<file path="src/rtl/mont_exp_ctrl.sv">
// mont_exp_ctrl: constant-time left-to-right square-and-multiply sequencer for a Montgomery multiplier
// Ports:
//   clk, rst          clock, asynchronous active-high reset
//   start             run request, sampled only while idle
//   x_mont, one_mont  base and 1 in the Montgomery domain, captured at start
//   exponent          exponent e, captured at start
//   mul_start/a/b     registered request and operands to the multiplier
//   mul_c/mul_done    multiplier result and its completion pulse
//   result            x^e mod N in the normal domain, held between runs
//   busy, done        run in progress, one-cycle completion pulse
module mont_exp_ctrl #(
  parameter int WIDTH     = 32,
  parameter int EXP_WIDTH = 16
) (
  input  logic                 clk,
  input  logic                 rst,
  input  logic                 start,
  input  logic [WIDTH-1:0]     x_mont,
  input  logic [WIDTH-1:0]     one_mont,
  input  logic [EXP_WIDTH-1:0] exponent,
  output logic                 mul_start,
  output logic [WIDTH-1:0]     mul_a,
  output logic [WIDTH-1:0]     mul_b,
  input  logic [WIDTH-1:0]     mul_c,
  input  logic                 mul_done,
  output logic [WIDTH-1:0]     result,
  output logic                 busy,
  output logic                 done
);
  localparam int IW = EXP_WIDTH > 1 ? $clog2(EXP_WIDTH) : 1;
  typedef enum logic [2:0] {IDLE, SQ_REQ, SQ_WAIT, MU_REQ, MU_WAIT, OUT_REQ, OUT_WAIT, DONE} state_t;
  state_t               r_state;
  logic [WIDTH-1:0]     r_acc, r_x, r_mul_a, r_mul_b, r_result;
  logic [EXP_WIDTH-1:0] r_e;
  logic [IW-1:0]        r_idx;
  logic                 r_mul_start, r_done, r_busy;
  logic                 w_bit, w_next;
  assign w_bit  = r_e[r_idx];
  // a finished square with a clear bit, or a finished multiply, both move to the next exponent bit
  assign w_next = mul_done && (r_state == MU_WAIT || (r_state == SQ_WAIT && !w_bit));
  assign mul_start = r_mul_start;
  assign mul_a     = r_mul_a;
  assign mul_b     = r_mul_b;
  assign result    = r_result;
  assign busy      = r_busy;
  assign done      = r_done;
  // operands are loaded on the edge entering each REQ state, so they are stable across the whole WAIT
  always_ff @(posedge clk or posedge rst) begin
    if (rst) begin
      r_state     <= IDLE;
      r_acc       <= '0;
      r_x         <= '0;
      r_e         <= '0;
      r_idx       <= '0;
      r_mul_a     <= '0;
      r_mul_b     <= '0;
      r_mul_start <= 1'b0;
      r_result    <= '0;
      r_done      <= 1'b0;
      r_busy      <= 1'b0;
    end else begin
      r_mul_start <= 1'b0;
      r_done      <= 1'b0;
      case (r_state)
        IDLE: if (start) begin
          r_x         <= x_mont;
          r_e         <= exponent;
          r_acc       <= one_mont;
          r_idx       <= IW'(EXP_WIDTH - 1);
          r_mul_a     <= one_mont;
          r_mul_b     <= one_mont;
          r_mul_start <= 1'b1;
          r_busy      <= 1'b1;
          r_state     <= SQ_REQ;
        end
        SQ_REQ: r_state <= SQ_WAIT;
        SQ_WAIT: if (mul_done) begin
          r_acc <= mul_c;
          if (w_bit) begin
            r_mul_a     <= mul_c;
            r_mul_b     <= r_x;
            r_mul_start <= 1'b1;
            r_state     <= MU_REQ;
          end
        end
        MU_REQ: r_state <= MU_WAIT;
        MU_WAIT: if (mul_done) r_acc <= mul_c;
        OUT_REQ: r_state <= OUT_WAIT;
        OUT_WAIT: if (mul_done) begin
          r_result <= mul_c;
          r_done   <= 1'b1;
          r_state  <= DONE;
        end
        DONE: begin
          r_busy  <= 1'b0;
          r_state <= IDLE;
        end
        default: r_state <= IDLE;
      endcase
      if (w_next) begin
        r_mul_a     <= mul_c;
        r_mul_start <= 1'b1;
        if (r_idx == '0) begin
          r_mul_b <= WIDTH'(1);
          r_state <= OUT_REQ;
        end else begin
          r_idx   <= r_idx - 1'b1;
          r_mul_b <= mul_c;
          r_state <= SQ_REQ;
        end
      end
    end
  end
endmodule

</file>
<file path="config.mk">
export PLATFORM = sky130hd
export DESIGN_NAME = mont_exp_ctrl
export DESIGN_NICKNAME = d
export VERILOG_FILES = /design/src/rtl/mont_exp_ctrl.sv
export SDC_FILE = /design/constraint.sdc
export NUM_CORES = 1
export LEC_CHECK = 0
export ABC_AREA = 0
export CORE_UTILIZATION = 40
export CTS_BUF_LIST = sky130_fd_sc_hd__clkbuf_8
export DETAILED_ROUTE_END_ITERATION = 8
export GPL_TIMING_DRIVEN = 0
export MAX_ROUTING_LAYER = met4
export PLACE_DENSITY = 0.71
export SLEW_MARGIN = 40
export SYNTH_ARGS = -nofsm -noshare
export SYNTH_HDL_FRONTEND = slang
export SYNTH_SLANG_ARGS = --single-unit
</file>
<file path="constraint.sdc">
create_clock -name clk -period 6.25 [get_ports clk]
set_input_delay 1.5625 -clock clk [delete_from_list [all_inputs] [get_ports clk]]
set_output_delay 1.5625 -clock clk [all_outputs]
set_load 0.02 [all_outputs]
</file>
==> results of run 1 <==
==> cell usage after synthesis (all sizes together) (2+ instances only) <==
library cell / instances / area, sq um
nand3b: 2 / 15.0
mux2i: 18 / 180
nor4: 2 / 12.5
dfrtp: 154 / 3850
and2: 3 / 18.8
mux4: 3 / 75.1
a21oi: 21 / 105
clkbuf: 21 / 78.8
nand2: 72 / 270
inv: 4 / 15.0
a31oi: 32 / 200
nor2: 59 / 221
or2: 2 / 12.5
o21ai: 20 / 149
nor3b: 3 / 22.5
mux2: 82 / 923
nand3: 3 / 15.0
buf: 19 / 110
o22ai: 3 / 25.0
a221o: 15 / 150
nor2b: 2 / 20.0
nor3: 3 / 15.0
nand2b: 4 / 25.0
a22oi: 16 / 120
==> cell type report <==
class                      instances  area [sq um]
multi-input combinational        378          2690
tap                              220           275
buffer                            40           190
fill                            1385          6860
clock inverter                    13           203
clock buffer                      17           234
sequential                       154          3850
inverter                           5          26.3
timing repair buffer             215          2190
==> per-layer routing <==
metal,global-route usage (%),up-vias,wire [microns]
li1,-,2535,-
met1,29.5,2797,8290
met2,40.0,205,9870
met3,4.77,35,1060
met4,10.1,0,497
met5,-,-,0
==> worst max-delay path by stage <==
stage | endpoint | start
CTS | mul_a[1] | start
global placement | r_x[12] | rst
floorplan | busy | rst
detailed placement | mul_a[1] | start
global route | mul_a[1] | start
finish | mul_a[10] | start
==> worst max-delay path: cells and delay by family <==
| kind | cells | cell delay (ns) |
|---|---|---|
| AOI/OAI and AO/OA | 2 | 0.24 |
| buffers and inverters | 5 | 1.68 |
| and+or+nand+nor | 2 | 0.58 |
==> registers in the layout (all words and copies together), names as in the netlist <==
| signal | cells |
|---|---|
| mul_b | 32 |
| mul_start | 1 |
| busy | 1 |
| result | 32 |
| r_idx | 4 |
| r_e | 16 |
| r_state | 3 |
| done | 1 |
| mul_a | 32 |
| r_x | 32 |
==> power by group through the flow <==
| stage | sequential (uW) | combinational (uW) | clock (uW) |
|---|---|---|---|
| 3_5_place_dp | 1800 | 2840 | 0 |
| 2_1_floorplan | 2130 | 1320 | 0 |
| 6_report | 1780 | 2830 | 844 |
| 4_1_cts | 1780 | 2850 | 863 |
| 5_1_grt | 1840 | 3050 | 904 |
| 3_3_place_gp | 1780 | 2760 | 0 |
==> cell families after synthesis <==
family	after synthesis	synth area share (%)
AOI/OAI and AO/OA	114	12.0
buffers and inverters	45	3.07
xor gates and xnor gates	2	0.259
and+or+nand+nor	158	9.98
muxes	103	17.4
adders and majority gates	1	0.185
DFF	154	57.0
==> placed cells by master (no fill, tap or decap), types with 9 or more instances in the layout <==
master and count:
a21oi_1 21, clkbuf_1 20, mux2_2 82, o21ai_2 10, a31oi_1 32, nor2_1 59, nand2_1 72, buf_2 10
o21ai_0 9, a221o_1 15, clkbuf_8 17, a22oi_1 16, dfrtp_1 154, clkdlybuf4s50_1 213, mux2i_1 18
==> metrics by stage <==
step	hold WS, ns	setup slack [ns]	cell area (sq um)	utilization [%]
after floorplan	0.472	0.538	6760	-
after global placement	0.481	-1.47	9160	55.4
after detailed placement	0.490	2.00	9230	55.8
after CTS	0.506	2.48	9660	58.5
after global routing	0.525	2.26	9660	58.5
final	0.503	2.46	9660	58.5
==> flow_summary.json, run 1 <==
{
  "status": "completed",
  "dp.cells": 1012,
  "diodes": 0,
  "wirelength_microns": 19700,
  "synth_seq_area_share_pct": 57.0,
  "drt_first_iter_violations": 311,
  "power.share.sequential_pct": 32.7,
  "start_kind": "input pin",
  "nets": 928,
  "crit_type": "in -> reg",
  "worst_pin_slew_ns": 0.733,
  "syn_inst": 577,
  "htreeDepth": 4,
  "clk_latency_ns": 0.45,
  "ys_seq_elements": 154,
  "reg2reg_to": "mul_a[10]",
  "numCtsBuffers": 17,
  "power.total_uw": 5450,
  "ff2ff_setup_slack_ns": 3.50,
  "hpwl_microns": 14600,
  "worst_hold_path_type": "reg -> reg",
  "dieArea_sq_mm": 0.0174,
  "num_rows": 47,
  "setup_viol": 0,
  "slew_headroom_pct": 51.1,
  "rsz0062_at_grt": "no",
  "switching_power_uw": 2140,
  "synth-edff-count": 0,
  "p_leak_uw": 0.00401,
  "die_w_microns": 132,
  "vdd_drop_max_mv": 0.297,
  "hold_buffers": 0,
  "p_per_area_mw_per_mm2": 564,
  "setup_tns_ns": 0,
  "areaGrowthSynthToFinish_pct": 43.0,
  "synth_warnings": 0,
  "io_pins": 215,
  "synth_fp_nets": 694,
  "hold_depth": 1,
  "cp-end-kind": "flip-flop",
  "start_util_pct": 40.9,
  "drive_gt1_share_pct": 18.0,
  "cellInternalPower_uw": 3320,
  "synthesis.area_sq_mm": 0.00676,
  "vias_per_cell": 5.35,
  "cts_buffer_depth": 2,
  "clkTransAtPathRegs_ns": 0.09,
  "first_pass_iters": 5,
  "cts_root_buf": "clkbuf_8",
  "port_buffers": 213,
  "power.share.combinational_pct": 51.8,
  "yosysUniqueCellTypes": 46,
  "reg2reg_from": "r_state[2]",
  "first_global_vias": 5904,
  "antenna_found_initial": 0,
  "ff2ff_path_depth": 9,
  "synth_ff_type": "dfrtp_1",
  "path_cells": "clkdlybuf4s50_1, nor3b_1, a21oi_1, or2_2, clkbuf_1, clkinv_1, buf_2, buf_1, a31oi_1",
  "hp-start": "r_x[19]",
  "postSynthAreaPerCell_sq_um": 11.7,
  "via_count": 5572,
  "min_period_ns": 3.79,
  "core_area_sq_mm": 0.0165,
  "final.setup_skew_ns": 0.0149,
  "drt-wirelength-per-cell_microns": 18.9,
  "tritoncts": "yes",
  "ant_nets": 0,
  "fmax_ghz": 0.264,
  "cts_resized": 0,
  "postSynth.asyncResetShare_pct": 100,
  "swShare_pct": 39.2,
  "drv_cap": 0,
  "drv_slew": 0,
  "max_stage_delay_ns": 0.50,
  "cp_slowest_cell": "clkdlybuf4s50_1",
  "arrival_ns": 4.08,
  "p_clk_share_pct": 15.5,
  "post-route-drc-count": 0,
  "clkSinkCount": 154,
  "hold_viol_final": 0,
  "grt_pass1_wl_microns": 31700,
  "fin_crit_sh_pct": 60.6,
  "gp_congestion": 0.830,
  "crit_fanout": 10,
  "cts_setup_buffers": 0,
  "grt.overflow.total": 0,
  "stdcell_count": 1042,
  "holdPathEnd": "mul_b[19]",
  "track_usage_pct": 24.4,
  "required_ns": 6.54,
  "dieHeight_microns": 132,
  "grt_max_degree": 70
}
(Power assumes the default switching activity.)
==> run 2, diff against run 1 <==
--- a/config.mk
+++ b/config.mk
@@ -11,7 +11,7 @@
 export DETAILED_ROUTE_END_ITERATION = 8
 export GPL_TIMING_DRIVEN = 0
 export MAX_ROUTING_LAYER = met4
-export PLACE_DENSITY = 0.71
+export PLACE_DENSITY = 0.73
 export SLEW_MARGIN = 40
 export SYNTH_ARGS = -nofsm -noshare
 export SYNTH_HDL_FRONTEND = slang
==> constraint.sdc (replaced) <==
create_clock -name clk -period 3.1 [get_ports clk]
set_input_delay 0.775 -clock clk [delete_from_list [all_inputs] [get_ports clk]]
set_output_delay 0.775 -clock clk [all_outputs]
set_load 0.02 [all_outputs]
==> run 2 against run 1 <==
Net effect:
- non-clock buffer count rose by 5
- worst setup slack got worse by 2.2 ns
- combinational power rose by 100%
- hold slack got worse by 0.0017 ns
- clock skew fell by 0.0059 ns
- critical path depth rose by 1
- largest cell class unchanged
- critical path type unchanged
- sequential power rose by 100%
- via count fell by 0.95%
- clock-buffer cell count rose by 4
- power rose by 99%
- critical endpoint is now mul_b[17]
==> flow_summary.json, run 2 (synthesis results as in run 1) <==
{
  "setup_viol": 0,
  "ff2ff_path_depth": 10,
  "dp_slack_ns": -0.431,
  "first_global_vias": 5764,
  "start_util_pct": 40.9,
  "fillCellCount": 1353,
  "dieArea_sq_mm": 0.0174,
  "die_w_microns": 132,
  "hold_viol_final": 0,
  "critical-path-top-delay-family": "buffers and inverters",
  "path_cells": "clkdlybuf4s50_1, nor3b_1, a21oi_1, or2_2, clkbuf_1, clkinv_1, clkbuf_1, nor2_1, a21oi_1, a221o_1",
  "worst_hold_path_type": "reg -> reg",
  "drv_slew": 0,
  "clk_latency_ns": 0.45,
  "core_area_sq_mm": 0.0165,
  "hpwl_microns": 14900,
  "ant_nets": 0,
  "vias_per_cell": 5.27,
  "start_kind": "input pin",
  "dp.cells": 1017,
  "critPathBufInv": 4,
  "first_pass_iters": 5,
  "vdd_drop_max_mv": 0.555,
  "rsz0062_at_grt": "no",
  "via_count": 5519,
  "setup_ws_ns": 0.231,
  "power.share.combinational_pct": 52.7,
  "drt_first_iter_violations": 316,
  "clkSinkCount": 154,
  "p_leak_uw": 0.00403,
  "hold_depth": 1,
  "layout_common_cells": "clkdlybuf4s50_1 (213), dfrtp_1 (154), mux2_2 (82), nand2_1 (72), nor2_1 (59)",
  "mostFrequentLayoutCell": "clkdlybuf4s50_1",
  "crit_fanout": 10,
  "max_stage_delay_ns": 0.46,
  "num_rows": 47,
  "drt-wirelength-per-cell_microns": 18.8,
  "grt_pass1_wl_microns": 31100,
  "io_pins": 215,
  "worstSetupPathDepth": 10,
  "arrival_ns": 3.19,
  "min_period_ns": 2.87,
  "fmax_ghz": 0.349,
  "gp_congestion": 0.806,
  "required_ns": 3.43,
  "numCtsBuffers": 17,
  "drv_cap": 0,
  "stdcell_count": 1048,
  "areaGrowthSynthToFinish_pct": 44.1,
  "diodes": 0,
  "switching_power_uw": 4310,
  "grt_max_degree": 26,
  "swShare_pct": 39.7,
  "tritoncts": "yes",
  "cts_setup_buffers": 0,
  "grt.overflow.total": 0,
  "slew_headroom_pct": 51.3,
  "cts_buffer_depth": 2,
  "cp-end-kind": "flip-flop",
  "cellInternalPower_uw": 6550,
  "nets": 933,
  "worst_pin_slew_ns": 0.731,
  "cts_root_buf": "clkbuf_8",
  "p_clk_share_pct": 14.2,
  "status": "completed",
  "post-route-drc-count": 0,
  "crit_type": "in -> reg",
  "clkTransAtPathRegs_ns": 0.08,
  "port_buffers": 213,
  "power.share.sequential_pct": 33.1,
  "antenna_found_initial": 0,
  "dieHeight_microns": 132,
  "p_per_area_mw_per_mm2": 1120,
  "drive_gt1_share_pct": 19.2,
  "htreeDepth": 4,
  "track_usage_pct": 24.2,
  "final.setup_skew_ns": 0.00900,
  "fin_crit_sh_pct": 92.5,
  "cp_slowest_cell": "clkdlybuf4s50_1",
  "wirelength_microns": 19700
}
## run 2: cell count changes in the layout (fill, tap and decap cells not counted), sizes merged
cell      delta
clkbuf       +7
clkinvlp     +5
bufinv       -3
buf          +2
clkinv       -1
inv          -4
## run 2: per-layer routing
layer / vias to the layer above / track usage (%) / part of all wire, %
met2: 222 / 39.5 / 50
met5: - / - / 0
met1: 2726 / 29.0 / 41
met4: 0 / 9.24 / 2.2
met3: 34 / 6.04 / 6.4
li1: 2537 / - / -
## run 2: path summary, 6_finish.rpt
kind / to / start / slack (ns)
setup / recovery: mul_b[17] / start / 0.23
min in group asynchronous: r_e[6] / rst / 0.65
hold reg to reg: mul_b[16] / r_x[16] / 0.50
hold / removal: mul_b[16] / r_x[16] / 0.50
setup reg to reg: mul_b[17] / r_state[2] / 0.42
max in group asynchronous: mul_b[17] / rst / 1.49
## run 2: per-stage QoR
stage	hold slack, ns	setup TNS (ns)	util [%]	area (sq um)	total power (uW)
3_3_place_gp	0.482	-144.27	55.5	9170	9150
3_5_place_dp	0.488	-14.98	56.4	9320	9380
2_1_floorplan	0.472	0	-	6760	6960
6_report	0.502	0	58.9	9740	10900
5_1_grt	0.517	0	58.9	9740	11500
4_1_cts	0.501	0	58.9	9730	10900
## run 2: final cells by class
cell class              count  area, sq um  share of cell area [%]
plain buffers              40          194                    1.99
clock buffers              21          289                    2.97
clock inverters            10          118                    1.21
inverters                   5         22.5                   0.231
multi-input cells         378         2690                    27.7
flip-flops and latches    154         3850                    39.6
well taps                 220          275                    2.83
repair buffers            220         2290                    23.5
## run 2: timing repair
action	CTS	global route
hold buffers	0	0
hold endpoints to repair	0	0
endpoints found under the setup margin	0	27
gates resized for setup	0	3
## run 2: power groups by stage
stage	clock network (uW)	logic, uW	registers (uW)
2_1_floorplan	0	2670	4290
3_3_place_gp	0	5570	3580
3_5_place_dp	0	5740	3640
4_1_cts	1580	5760	3600
5_1_grt	1660	6120	3710
6_report	1550	5720	3590
